$ cat config.mk
export PLATFORM = sky130hd
export DESIGN_NAME = float_pt_to_int
export DESIGN_NICKNAME = d
export VERILOG_FILES = /design/src/rtl/fp_pkg.sv /design/src/rtl/float_pt_to_int.sv
export SDC_FILE = /design/constraint.sdc
export NUM_CORES = 1
export LEC_CHECK = 0
export ABC_AREA = 0
export CAP_MARGIN = 10
export CORE_ASPECT_RATIO = 0.5
export CORE_UTILIZATION = 40
export DETAILED_ROUTE_END_ITERATION = 10
export GPL_TIMING_DRIVEN = 0
export PLACE_DENSITY_LB_ADDON = 0.25
export SETUP_SLACK_MARGIN = 0.3
export SLEW_MARGIN = 20
export SYNTH_ARGS = -nofsm -noshare
export SYNTH_HDL_FRONTEND = slang
export SYNTH_SLANG_ARGS = --single-unit
export TNS_END_PERCENT = 20
$ cat constraint.sdc
create_clock -name clk -period 2.8 [get_ports clk]
set_input_delay 0.84 -clock clk [delete_from_list [all_inputs] [get_ports clk]]
set_output_delay 0.84 -clock clk [all_outputs]
set_load 0.03 [all_outputs]
$ cat src/rtl/fp_pkg.sv
// Shared floating-point constants, the converter state encoding and the
// exponent classification helper used by the FP datapath blocks.
package fp_pkg;

  localparam int EXP_W   = 8;
  localparam int MAN_W   = 23;
  localparam int INT_W   = 32;
  localparam int BIAS    = 127;
  localparam int EXP_MAX = 255;
  localparam int CNT_W   = 5;

  localparam logic [INT_W-1:0] INT_MAX = 32'h7FFF_FFFF;
  localparam logic [INT_W-1:0] INT_MIN = 32'h8000_0000;

  // Biased exponent thresholds used by the classifier and the aligner.
  localparam logic [EXP_W-1:0] EXP_ONE   = 8'(BIAS);          // |x| in [1,2)
  localparam logic [EXP_W-1:0] EXP_ALIGN = 8'(BIAS + MAN_W);  // mantissa LSB weighs 1
  localparam logic [EXP_W-1:0] EXP_OVF   = 8'(BIAS + 31);     // |x| >= 2^31
  localparam logic [EXP_W-1:0] EXP_SPEC  = 8'(EXP_MAX);       // Inf / NaN

  typedef enum logic [1:0] {
    ST_IDLE  = 2'd0,
    ST_SHIFT = 2'd1,
    ST_SIGN  = 2'd2,
    ST_DONE  = 2'd3
  } state_e;

  typedef enum logic [1:0] {
    CLS_ZERO  = 2'd0,  // zero or denormal (flushed)
    CLS_UNDER = 2'd1,  // 0 < |x| < 1
    CLS_OVF   = 2'd2,  // Inf, NaN or |x| >= 2^31
    CLS_NORM  = 2'd3   // 1 <= |x| < 2^31
  } cls_e;

  // Classify an operand by its biased exponent alone.
  function automatic cls_e fp_classify(input logic [EXP_W-1:0] e);
    cls_e c;
    if (e == 8'd0) begin
      c = CLS_ZERO;
    end else if (e < EXP_ONE) begin
      c = CLS_UNDER;
    end else if ((e == EXP_SPEC) || (e >= EXP_OVF)) begin
      c = CLS_OVF;
    end else begin
      c = CLS_NORM;
    end
    return c;
  endfunction

endpackage

$ cat src/rtl/float_pt_to_int.sv
// Sequential single-precision float to signed 32-bit integer converter.
// Truncates toward zero; saturates with ovf on Inf/NaN/out-of-range.
// The mantissa is aligned one bit per cycle, so latency depends on exponent.
module float_pt_to_int
  import fp_pkg::*;
(
  input  logic             clk,
  input  logic             rst_n,
  input  logic             in_valid,
  output logic             in_ready,
  input  logic             s_in,
  input  logic [EXP_W-1:0] e_in,
  input  logic [MAN_W-1:0] m_in,
  output logic             out_valid,
  input  logic             out_ready,
  output logic [INT_W-1:0] int_out,
  output logic             ovf
);

  state_e             state_q, state_d;
  logic [INT_W-1:0]   mag_q, mag_d;
  logic [CNT_W-1:0]   cnt_q, cnt_d;
  logic               dir_left_q, dir_left_d;
  logic               sign_q, sign_d;
  logic [INT_W-1:0]   int_out_q, int_out_d;
  logic               ovf_q, ovf_d;
  logic               out_valid_q;
  logic               in_ready_q;

  // Next-state, aligner and result computation.
  always_comb begin
    state_d    = state_q;
    mag_d      = mag_q;
    cnt_d      = cnt_q;
    dir_left_d = dir_left_q;
    sign_d     = sign_q;
    int_out_d  = int_out_q;
    ovf_d      = ovf_q;

    case (state_q)
      ST_IDLE: begin
        // in_ready is high only here, so in_valid alone is an accept.
        if (in_valid) begin
          case (fp_classify(e_in))
            CLS_ZERO, CLS_UNDER: begin
              int_out_d = 32'd0;
              ovf_d     = 1'b0;
              state_d   = ST_DONE;
            end
            CLS_OVF: begin
              int_out_d = s_in ? INT_MIN : INT_MAX;
              ovf_d     = 1'b1;
              state_d   = ST_DONE;
            end
            CLS_NORM: begin
              mag_d  = {{(INT_W-MAN_W-1){1'b0}}, 1'b1, m_in};
              sign_d = s_in;
              // Below EXP_ALIGN the binary point sits inside the mantissa.
              if (e_in < EXP_ALIGN) begin
                dir_left_d = 1'b0;
                cnt_d      = CNT_W'(EXP_ALIGN - e_in);
              end else begin
                dir_left_d = 1'b1;
                cnt_d      = CNT_W'(e_in - EXP_ALIGN);
              end
              state_d = ST_SHIFT;
            end
            default: begin
              state_d = ST_IDLE;
            end
          endcase
        end else begin
          state_d = ST_IDLE;
        end
      end

      ST_SHIFT: begin
        if (cnt_q == 5'd0) begin
          state_d = ST_SIGN;
        end else begin
          // Right shifts drop fraction bits: truncation toward zero.
          if (dir_left_q) begin
            mag_d = {mag_q[INT_W-2:0], 1'b0};
          end else begin
            mag_d = {1'b0, mag_q[INT_W-1:1]};
          end
          cnt_d   = cnt_q - 5'd1;
          state_d = ST_SHIFT;
        end
      end

      ST_SIGN: begin
        int_out_d = sign_q ? (~mag_q + 32'd1) : mag_q;
        ovf_d     = 1'b0;
        state_d   = ST_DONE;
      end

      ST_DONE: begin
        if (out_ready) begin
          state_d = ST_IDLE;
        end else begin
          state_d = ST_DONE;
        end
      end

      default: begin
        state_d = ST_IDLE;
      end
    endcase
  end

  // State, datapath and registered handshake outputs.
  always_ff @(posedge clk or negedge rst_n) begin
    if (!rst_n) begin
      state_q     <= ST_IDLE;
      mag_q       <= 32'd0;
      cnt_q       <= 5'd0;
      dir_left_q  <= 1'b0;
      sign_q      <= 1'b0;
      int_out_q   <= 32'd0;
      ovf_q       <= 1'b0;
      out_valid_q <= 1'b0;
      in_ready_q  <= 1'b1;
    end else begin
      state_q     <= state_d;
      mag_q       <= mag_d;
      cnt_q       <= cnt_d;
      dir_left_q  <= dir_left_d;
      sign_q      <= sign_d;
      int_out_q   <= int_out_d;
      ovf_q       <= ovf_d;
      out_valid_q <= (state_d == ST_DONE);
      in_ready_q  <= (state_d == ST_IDLE);
    end
  end

  assign in_ready  = in_ready_q;
  assign out_valid = out_valid_q;
  assign int_out   = int_out_q;
  assign ovf       = ovf_q;

endmodule
* Word-level counts from Yosys, hierarchy flattened
Index checks and enable logic that the tools add are counted.
Cells by class: multiplexer cells 29, order comparisons 3, reduce and logical (&&, ||, !) cells 13, add/sub/neg operators 4, bitwise operators 1, equal/unequal tests 12
Operators with widths (count):
- 2-to-1 mux 32 bit | 7
- case mux 32 bit (2 select lines) | 3
- adder 32 x 1 -> 32 bit (second input constant) | 1
- NOT 32 bit | 1
- 2-to-1 mux 5 bit | 4
- 2-to-1 mux 2 bit | 7
- == test 2 bit (second input constant) | 5
- case mux 5 bit (2 select lines) | 1
- == test 8 bit (second input constant) | 1
- >= comparator 8 bit (second input constant) | 1
- logical NOT 8 bit | 1
- < comparator 8 x 7 -> 1 bit (second input constant) | 1
- < comparator 8 bit (second input constant) | 1
- case mux 2 bit (4 select lines) | 1
- logical NOT 2 bit | 3
- AND reduction 3 bit | 2
- logical NOT 5 bit | 1
- subtractor 5 x 1 -> 5 bit (second input constant) | 1
- subtractor 5 bit (first input constant) | 1
- subtractor 5 bit (second input constant) | 1
- == test 2 x 1 -> 1 bit (second input constant) | 2
- != test 2 bit (second input constant) | 2
- case mux 1 bit (2 select lines) | 2
- case mux 2 bit (2 select lines) | 1
- other kinds (8) | 11
Word-level totals: logic and storage cells 71, bits of input ports 36, bits in registers 76

* Longest topological paths before layout
word-level depth 13, gate-level depth with buffers 9, gate-level depth less buffers 7

* Worst setup path before layout
Ideal clock, no wire load.
kind input -> register, start point input e_in[0], end point register mag_q[24], required time 2704 ps, arrival time 2553 ps, stages 8, slack 151 ps, path through ha_1 > and2_1 > a31o_2 > a22oi_1 > clkbuf_1 > clkbuf_1 > nand2_1 > o31ai_1
On the way: longest elaborated chain between the ends 10, elaborated cells between the ends (all ways) 13, classes of those cells 2 x order compare; 3 x eq/ne; 5 x mux; 3 x reduce/logical
Ends and longest elaborated chain:
- start: declaration | RTL line float_pt_to_int.sv:12 | input logic [EXP_W-1:0] e_in,
- >= comparator 8 bit or == test 8 bit (tied branches) | RTL line fp_pkg.sv:42 | end else if ((e == EXP_SPEC) || (e >= EXP_OVF)) begin
- logical OR 1 bit | RTL line fp_pkg.sv:42
- 2-to-1 mux 1 bit | RTL line fp_pkg.sv:42
- 2-to-1 mux 2 bit | RTL line fp_pkg.sv:40 | end else if (e < EXP_ONE) begin
- 2-to-1 mux 2 bit (*) | RTL line fp_pkg.sv:38 | if (e == 8'd0) begin
- 2-to-1 mux 2 bit (*) | RTL line float_pt_to_int.sv:43 | if (in_valid) begin
- 2-to-1 mux 2 bit (*) | RTL line float_pt_to_int.sv:40 | case (state_q)
- == test 2 bit (*) | RTL line float_pt_to_int.sv:44 | case (fp_classify(e_in))
- != test 2 x 1 -> 1 bit (no line) (*)
- AND reduction 4 bit (no line) (*)
- end signal: assignment | RTL line float_pt_to_int.sv:126 | mag_q <= mag_d;
- end: declaration | RTL line float_pt_to_int.sv:21 | logic [INT_W-1:0] mag_q, mag_d;
Every way passes the cells marked *; elsewhere a longest branch is shown, timed or not. The select of a mux whose other input is x is not followed. A chain may end at the register's enable or synchronous reset.

* Final worst setup path
start point register mag_q[8], end point register int_out_q[22] (netlist: int_out[22])
On the way: longest elaborated chain between the ends 4
Ends and longest elaborated chain:
- NOT 32 bit | RTL line float_pt_to_int.sv:93 | int_out_d = sign_q ? (~mag_q + 32'd1) : mag_q;
- adder 32 x 1 -> 32 bit | RTL line float_pt_to_int.sv:93
- 2-to-1 mux 32 bit | RTL line float_pt_to_int.sv:93
- case mux 32 bit (2 select lines) | RTL line float_pt_to_int.sv:40
- end signal: assignment | RTL line float_pt_to_int.sv:130 | int_out_q <= int_out_d;
- end: declaration | RTL line float_pt_to_int.sv:25 | logic [INT_W-1:0] int_out_q, int_out_d;
Every way passes these cells.

==> impl_metrics.ini <==
[outcome]
outcome = finished, final reports clean

[detailed_routing]
dr_total_vias = 4333
wl_per_cell_um = 17.2
wl_um = 13300
vias_per_cell = 5.60
drtPass1Iterations = 4
first_iter_violations = 258
postRouteAntennaNets = 0
drc = 0

[layout]
regArea_mm2 = 0.00190
drive_gt1_share_pct = 15.4
multi_input_area_mm2 = 0.00266
final_area_mm2 = 0.00617
fin_nets = 652
fillers = 1067
synthToLayoutAreaGrowth_pct = 31.0
fin_cells = 774
diodes = 0

[sta]
max_slew_margin_pct = 46.7
min_period_ns = 2.46
period_share_pct = 87.9
tightest_slew_ns = 0.799
max_freq_mhz = 406
maxSlewViolCount = 0
setup_viol = 0
clock_skew_ns = 0.00961
grt_setup_unrepaired = yes
timing.final.hold_violations = 0
fin_hold_ws_ns = 0.494

[yosys]
yosysMostFrequentCell = dfrtp_1
yosysTopAreaCell = dfrtp_1
synth_area_per_cell_um2 = 9.07
ys_async_sr_fraction_pct = 100
synth_area_leaders = dfrtp_1 (40%), mux2i_1 (6.8%), o21ai_0 (4.8%), o221a_2 (4.5%), nand2_1 (4.2%)
ys.flop_type = dfrtp_1
synth_cell_types = 52
ys_warn_count = 0
synth_top_area_share_pct = 39.9
synth_edf_count = 0
synth_area_mm2 = 0.00471
synth_cells = 519
ys_seq_area_share_pct = 40.4
synthTopCellsByCount = dfrtp_1 (75), nand2_1 (53), clkbuf_1 (45), o21ai_0 (45), a21oi_1 (34)
synth_fp_nets = 561
yosys_register_bits = 76

[global_route]
grt_overflow = 0
grt_pass1_wl_um = 21700
antenna_found_initial = 0
grt_pass1_vias = 4109
grt_use_total_pct = 22.9
grt_max_degree = 44

[clock_network]
insertion_delay_ns = 0.34
cts.htree.levels = 3
cts_tree = built
cts_sinks = 76
postCtsHoldBufs = 0
cts-buffers-inserted = 9
cts_max_path_buffers = 2
clk_pin_slew_ns = 0.06
root_buffer = clkbuf_16

[floorplan]
dieArea_mm2 = 0.0122
start_util_pct = 42.0
fp.dieH_um = 78.7
io_pins = 71
num_rows = 27
die_w_um = 155
coreArea_mm2 = 0.0112

[place]
place.gp.congestion = 0.864
placedCellCount = 748
numPortBuffers = 69
postPlaceCellArea_mm2 = 0.00562
dpl.hpwl_um = 9610

[flow_run]
maxCapViolations = 0

[setup_path]
worstPathArrival_ns = 2.69
worst_path_max_delay_cell = or4_4
crit_path_max_incr_delay_ns = 0.51
cp_max_fo = 6
critPathLaunchType = register
worst-endpoint-required_ns = 3.03
r2r_cells = 9
worstSetupPathType = register to register
critPathCaptureType = register
worstPathCellList = buf_6 > or4_4 > buf_6 > or4_4 > buf_8 > buf_4 > o21ai_2 > xnor2_1 > o221a_2

[pwr]
cellPowerDensity_mw_per_mm2 = 1280
p_leak_nw = 2.37
peakVddDrop_mv = 0.386

[hold_path]
hold_path.class = input port to asynchronous set/reset pin
-- critical path, delay by kind of cell (launching register included) --
kind / cells / cell delay, ns
simple gates: 2 / 0.93
flops: 1 / 0.37
xor+xnor: 1 / 0.10
compound gates: 2 / 0.37
buf+inv: 4 / 0.57
-- metrics by stage --
| stage | utilization (%) | setup slack (ns) | TNS [ns] | power, W |
|---|---|---|---|---|
| floorplan | - | 0.235 | 0 | 0.00505 |
| global placement | 49.9 | -1.91 | -192.02 | 0.00640 |
| detailed placement | 50.1 | -0.992 | -49.25 | 0.00647 |
| CTS | 53.7 | 0.239 | 0 | 0.00773 |
| global route | 55.0 | 0.267 | 0 | 0.00841 |
| finish | 55.0 | 0.339 | 0 | 0.00787 |
-- cell families (layout without fill, tap and decap cells) --
kind of cell / count (synthesis) / count (layout) / synth area share, %
AO/OA/AOI/OAI: 166 / 166 / 24.8
AND/OR/NAND/NOR: 144 / 144 / 14.6
flip-flops: 76 / 76 / 40.4
buffers and inverters: 62 / 158 / 5.45
multiplexers: 36 / 36 / 7.76
XOR/XNOR: 29 / 29 / 5.39
adder cells (fa/ha/maj): 6 / 6 / 1.59
-- cell usage in the layout, fill, tap and decap left out, types with 19 or more instances in the layout --
cell type         n
dfrtp_1          74
clkdlybuf4s50_1  63
nand2_1          53
o21ai_0          40
clkbuf_1         33
nor2_1           33
a21oi_1          33
mux2i_1          32
xnor2_1          22
o221a_2          19
-- registers in the layout, summed over array words and instances (netlist names) --
name,flops
cnt_q,5
dir_left_q,1
in_ready,1
int_out,32
mag_q,32
out_valid,1
ovf,1
sign_q,1
state_q,2
-- path summary, 6_finish.rpt --
path	from	endpoint	slack, ns
max	mag_q[8]$_DFFE_PN0P_	int_out[22]$_DFFE_PN0P_	0.34
min	rst_n	mag_q[8]$_DFFE_PN0P_	0.49
max reg2reg	mag_q[8]$_DFFE_PN0P_	int_out[22]$_DFFE_PN0P_	0.34
min reg2reg	ovf$_DFFE_PN0P_	ovf$_DFFE_PN0P_	0.50
max in group asynchronous	rst_n	in_ready$_DFF_PN1_	1.64
min in group clk	ovf$_DFFE_PN0P_	ovf$_DFFE_PN0P_	0.50
-- routing by layer --
layer / GRT usage (%) / wire length [um] / vias up
li1: - / - / 2092
met1: 34.0 / 6580 / 2116
met2: 34.2 / 5800 / 115
met3: 4.31 / 785 / 10
met4: 5.59 / 108 / 0
met5: 0 / 0 / -
-- layout make-up --
class	instances	share of cell area (%)
plain buffers	53	5.09
clock buffers	13	4.06
clock inverters	3	0.243
inverters	9	0.548
multi-input cells	381	43.2
flip-flops and latches	76	30.9
well taps	159	3.23
repair buffers	80	12.8
-- power breakdown --
group	internal, W	switching (W)	leakage (nW)	total (W)
Clock	0.000620	0.000443	0.133	0.00106
Combinational	0.00206	0.00278	1.32	0.00485
Sequential	0.00161	0.000352	0.918	0.00196
-- what timing repair did --
action / 4_1_cts / 5_1_grt
setup buffers: 5 / 5
setup endpoints to repair: 73 / 67
gates resized for setup: 38 / 39
pin swaps: 5 / 10
(Power assumes the default switching activity.)
